===== config.mk =====
export PLATFORM = sky130hd
export DESIGN_NAME = ccd_edge_encoder
export DESIGN_NICKNAME = d
export VERILOG_FILES = /design/src/rtl/ccd_edge_encoder.sv
export SDC_FILE = /design/constraint.sdc
export NUM_CORES = 1
export LEC_CHECK = 0
export BUFFER_PORTS_ARGS = -buffer_cell sky130_fd_sc_hd__buf_2
export CORE_MARGIN = 5
export CORE_UTILIZATION = 60
export CTS_CLUSTER_DIAMETER = 150
export CTS_CLUSTER_SIZE = 16
export DETAILED_ROUTE_END_ITERATION = 10
export PLACE_DENSITY = 0.78
export SETUP_SLACK_MARGIN = 0.5
export SLEW_MARGIN = 5
export SYNTH_ARGS = -nofsm -noshare
export SYNTH_HDL_FRONTEND = slang
export SYNTH_SLANG_ARGS = --single-unit
export TNS_END_PERCENT = 100

===== constraint.sdc =====
create_clock -name clk -period 3.9 [get_ports clk]
set_input_delay 0.78 -clock clk [delete_from_list [all_inputs] [get_ports clk]]
set_output_delay 0.78 -clock clk [all_outputs]
set_load 0.02 [all_outputs]

===== src/rtl/ccd_edge_encoder.sv =====
// ccd_edge_encoder: encodes each binarised CCD line as START/EDGE/END words into a valid/ready FIFO
module ccd_edge_encoder #(
  parameter int PIX_W      = 11,
  parameter int NUM_PIX    = 2048,
  parameter int MIN_RUN    = 1,
  parameter int FIFO_DEPTH = 8
) (
  input  logic                          clk,
  input  logic                          rst_n,
  input  logic                          enable,
  input  logic                          data_in,
  input  logic                          ccd_pulse,
  input  logic                          sh_pulse_fall,
  input  logic                          sh_pulse_rise,
  output logic [PIX_W+2:0]              out_data,
  output logic                          out_valid,
  input  logic                          out_ready,
  output logic                          line_busy,
  output logic                          overflow,
  output logic [$clog2(FIFO_DEPTH):0]   fifo_level
);
  localparam int AW = $clog2(FIFO_DEPTH);
  localparam logic [PIX_W:0]   LAST     = (PIX_W+1)'(NUM_PIX - 1);
  localparam logic [3:0]       RUN_LAST = 4'(MIN_RUN - 1);
  localparam logic [PIX_W-1:0] OFS      = PIX_W'(MIN_RUN - 1);
  localparam logic [AW:0]      FULL     = (AW+1)'(FIFO_DEPTH);

  typedef enum logic [1:0] {IDLE, READ, FLUSH} state_t;
  state_t r_state, w_next;

  logic [PIX_W:0]   r_pix_idx;
  logic [3:0]       r_run_cnt;
  logic             r_cur_lvl, r_first_pix, r_overflow;
  logic [AW-1:0]    r_wr, r_rd;
  logic [AW:0]      r_cnt;
  logic [PIX_W+2:0] r_mem [FIFO_DEPTH];

  logic w_start, w_strobe, w_diff, w_accept, w_emit, w_end, w_pop, w_room, w_push;
  logic [PIX_W-1:0] w_edge_idx;
  logic [PIX_W+2:0] w_word;

  assign w_start    = (r_state == IDLE) & enable & sh_pulse_fall;
  assign w_strobe   = (r_state == READ) & enable & ccd_pulse;
  assign w_diff     = data_in != r_cur_lvl;
  assign w_accept   = !r_first_pix & w_diff & (r_run_cnt == RUN_LAST);
  assign w_emit     = w_strobe & (r_first_pix | w_accept);
  assign w_end      = (r_state == FLUSH) & enable;
  assign w_pop      = out_valid & out_ready;
  assign w_room     = (r_cnt != FULL) | w_pop;
  assign w_push     = (w_emit | w_end) & w_room;
  // EDGE reports the first pixel of the accepted run, not the pixel that confirmed it
  assign w_edge_idx = r_pix_idx[PIX_W-1:0] - OFS;
  assign w_word     = w_end       ? {2'b10, r_overflow, r_pix_idx[PIX_W-1:0]} :
                      r_first_pix ? {2'b01, data_in, {PIX_W{1'b0}}} :
                                    {2'b00, data_in, w_edge_idx};

  always_comb begin
    w_next = r_state;
    if (!enable) w_next = IDLE;
    else if (r_state == IDLE) w_next = sh_pulse_fall ? READ : IDLE;
    else if (r_state == READ) w_next = (sh_pulse_rise | (ccd_pulse & (r_pix_idx == LAST))) ? FLUSH : READ;
    else w_next = w_room ? IDLE : FLUSH;
  end

  always_ff @(posedge clk or negedge rst_n) begin
    if (!rst_n) begin
      r_state     <= IDLE;
      r_pix_idx   <= '0;
      r_run_cnt   <= '0;
      r_cur_lvl   <= 1'b0;
      r_first_pix <= 1'b0;
      r_overflow  <= 1'b0;
    end else begin
      r_state <= w_next;
      if (w_start) begin
        r_pix_idx   <= '0;
        r_run_cnt   <= '0;
        r_overflow  <= 1'b0;
        r_first_pix <= 1'b1;
      end else if (w_strobe) begin
        r_pix_idx   <= r_pix_idx + (PIX_W+1)'(1);
        r_first_pix <= 1'b0;
        r_run_cnt   <= (r_first_pix | !w_diff | w_accept) ? '0 : r_run_cnt + 4'd1;
        if (w_emit) r_cur_lvl <= data_in;
        if (w_emit & !w_room) r_overflow <= 1'b1;
      end
    end
  end

  always_ff @(posedge clk or negedge rst_n) begin
    if (!rst_n) begin
      r_wr  <= '0;
      r_rd  <= '0;
      r_cnt <= '0;
    end else begin
      if (w_push) r_wr <= r_wr + AW'(1);
      if (w_pop) r_rd <= r_rd + AW'(1);
      r_cnt <= r_cnt + (AW+1)'(w_push) - (AW+1)'(w_pop);
    end
  end

  always_ff @(posedge clk) begin
    if (w_push) r_mem[r_wr] <= w_word;
  end

  assign out_valid  = r_cnt != '0;
  assign out_data   = out_valid ? r_mem[r_rd] : '0;
  assign line_busy  = r_state != IDLE;
  assign overflow   = r_overflow;
  assign fifo_level = r_cnt;
endmodule

==> flow_metrics.tcl <==
set metrics [dict create \
    cp.arrival_ps 2360 \
    dieArea_um2 12300 \
    final_layout_size_suffix_gt1_share_pct 30.6 \
    outcome "finished clean" \
    gr-total-overflow 0 \
    ys.warnings.count 0 \
    synth_top_area_cell "edfxtp_1" \
    synth.avg_cell_area_um2 17.2 \
    synth_edf_count 112 \
    path_cells "buf_4 -> mux4_2 -> mux2i_1 -> nor2_1 -> buf_2" \
    slew_violations 0 \
    fin_setup_tns_ps 0 \
    setup_ws_ps 758 \
    synthFlopType "edfxtp_1" \
    initial_utilization_pct 61.9 \
    grt_pass1_wl_um 18700 \
    fill_cells 623 \
    fin_util_pct 71.3 \
    nets 421 \
    synth-seq-cells 143 \
    relSlewSlack_pct 34.4 \
    path_class "reg2out" \
    yosysSeqAreaShare_pct 67.7 \
    area_growth_pct 15.1 \
    finalCritPeriodShare_pct 80.6 \
    htreeDepth 4 \
    worst_pin_slew_ps 984 \
    fin_skew_ps 10.7 \
    antenna_found_initial 0 \
    vdd_drop_max_v 0.000399 \
    port_buffers 28 \
    cts_setup_buffers 0 \
    period_minus_slack_ps 3140 \
    drt-total-wl_um 11700 \
    cts_tree "built" \
    cp.required_ps 3120 \
    dp_hpwl_um 7010 \
    drc 0 \
    drtPass1Iterations 5 \
    p_per_area_nw_per_um2 660 \
    ant_nets 0 \
    fp.coreArea_um2 9860 \
    num_antenna_cells 0 \
    cp-end-kind "output pin" \
    fp-row-count 36 \
    cp_slowest_cell "dfrtp_4" \
    clock-sinks 143 \
    grt_max_degree 32 \
    yosys-top-cells-count "edfxtp_1 (112), dfrtp_1 (31), nor2_1 (29)" \
    die_y_um 111 \
    start_kind "register" \
    syn_inst 356 \
    synth_area_um2 6110 \
    drt-initial-drc-count 211 \
    root_buffer "clkbuf_8" \
    worstSkewPairLatency_ps 520 \
    cts_buffers 17 \
    min_path_type "in2async" \
    cp_max_fo 18 \
    wl_per_cell_um 21.3 \
    via_per_inst 5.89 \
    synth_top_area_share_pct 55.0 \
    async_flop_share_pct 21.7 \
    critical_path.top_delay_family "multiplexers" \
    first_global_vias 3415 \
    rsz0062_at_grt "false" \
    yosysMostFrequentCell "edfxtp_1" \
    cts_hold_buffers 0 \
    finalSetupViolCount 0 \
    whs_ps 302 \
    synth_nets 375 \
    clockBufferDepth 2 \
    clock.fmax_mhz 318 \
    grtUsageTotal_pct 20.5 \
    path_clk_slew_ps 60 \
    ys_types 50 \
    hold_viol_final 0 \
    io_pins 29 \
    pre_cts_ws_ps 1130 \
    vias 3227 \
    synth_area_leaders "edfxtp_1 (55%), dfrtp_1 (13%), mux4_2 (10%)" \
    die_x_um 111 \
    path_buf_inv 2 \
    max_cap_violations 0 \
    max_stage_delay_ps 660 \
    gp_congestion 0.758 \
    p_leak_uw 0.00257 \
]
-- final timing paths --
kind | startpoint | depth (start not counted) | slack [ps] | end
worst min-delay path | rst_n | 1 | 300 | r_pix_idx[5]$_DFFE_PN0P_
worst max-delay path | r_rd[0]$_DFFE_PN0P_ | 5 | 760 | out_data[9]
max in group asynchronous | rst_n | 1 | 3060 | r_rd[0]$_DFFE_PN0P_
min in group clk | r_cur_lvl$_DFFE_PN0P_ | 1 | 530 | r_cur_lvl$_DFFE_PN0P_
worst min register to register | r_cur_lvl$_DFFE_PN0P_ | 1 | 530 | r_cur_lvl$_DFFE_PN0P_
worst max register to register | fifo_level[2]$_DFF_PN0_ | 11 | 1260 | fifo_level[2]$_DFF_PN0_
-- timing repair --
action                                  4_1_cts  5_1_grt
endpoints found under the setup margin        0        5
endpoints found under the hold margin         0        0
resized for setup                             0        1
-- cells by family (layout without fill, tap and decap cells) --
kind of cell | Yosys count | after routing | synth area share (%)
multiplexers | 48 | 48 | 13.8
adder cells (fa/ha/maj) | 11 | 11 | 2.38
flip-flops | 143 | 143 | 67.7
AND/OR/NAND/NOR | 92 | 92 | 9.34
AO/OA/AOI/OAI | 18 | 18 | 2.38
buffers and inverters | 28 | 87 | 2.11
XOR/XNOR | 16 | 16 | 2.29
-- power by group --
part / total (uW) / switching (uW) / internal (uW)
clock network: 1520 / 608 / 908
logic: 1180 / 624 / 554
registers: 1950 / 205 / 1740
-- stage by stage --
step,std cells,instance area (um^2),power [uW]
after global routing,548,7030,4870
after floorplan,356,6110,2820
after global placement,516,6470,3130
final,548,7030,4640
after CTS,548,7030,4680
after detailed placement,516,6470,3150
-- metal layers --
layer / global-route usage (%) / wire (um) / vias up
met5: 0 / 0 / -
li1: - / - / 1455
met3: 5.40 / 676 / 17
met2: 34.5 / 6110 / 103
met4: 7.31 / 174 / 0
met1: 25.9 / 4730 / 1652
-- layout by cell type, fill, tap and decap left out, types with 12 or more instances in the layout --
cell,instances
mux4_2,28
nand2_1,12
mux2i_1,15
nor2_1,29
buf_4,12
inv_1,14
buf_2,28
edfxtp_1,112
clkbuf_16,16
dfrtp_1,30
-- layout make-up --
cell class                 instances  area, um^2  share of cell area [%]
clock buffer                      18         418                    5.94
clock inverter                    14         143                    2.03
inverter                          15        56.3                   0.801
multi-input combinational        185        1870                    26.7
sequential                       143        4140                    58.9
tap                              133         166                    2.37
timing repair buffer              40         230                    3.27
-- registers in the layout, indices dropped and copies added, names as in the netlist --
register	count
r_mem	112
r_pix_idx	12
fifo_level	4
r_run_cnt	4
r_rd	3
r_wr	3
r_state	2
overflow	1
r_cur_lvl	1
r_first_pix	1
(Power assumes the default switching activity.)
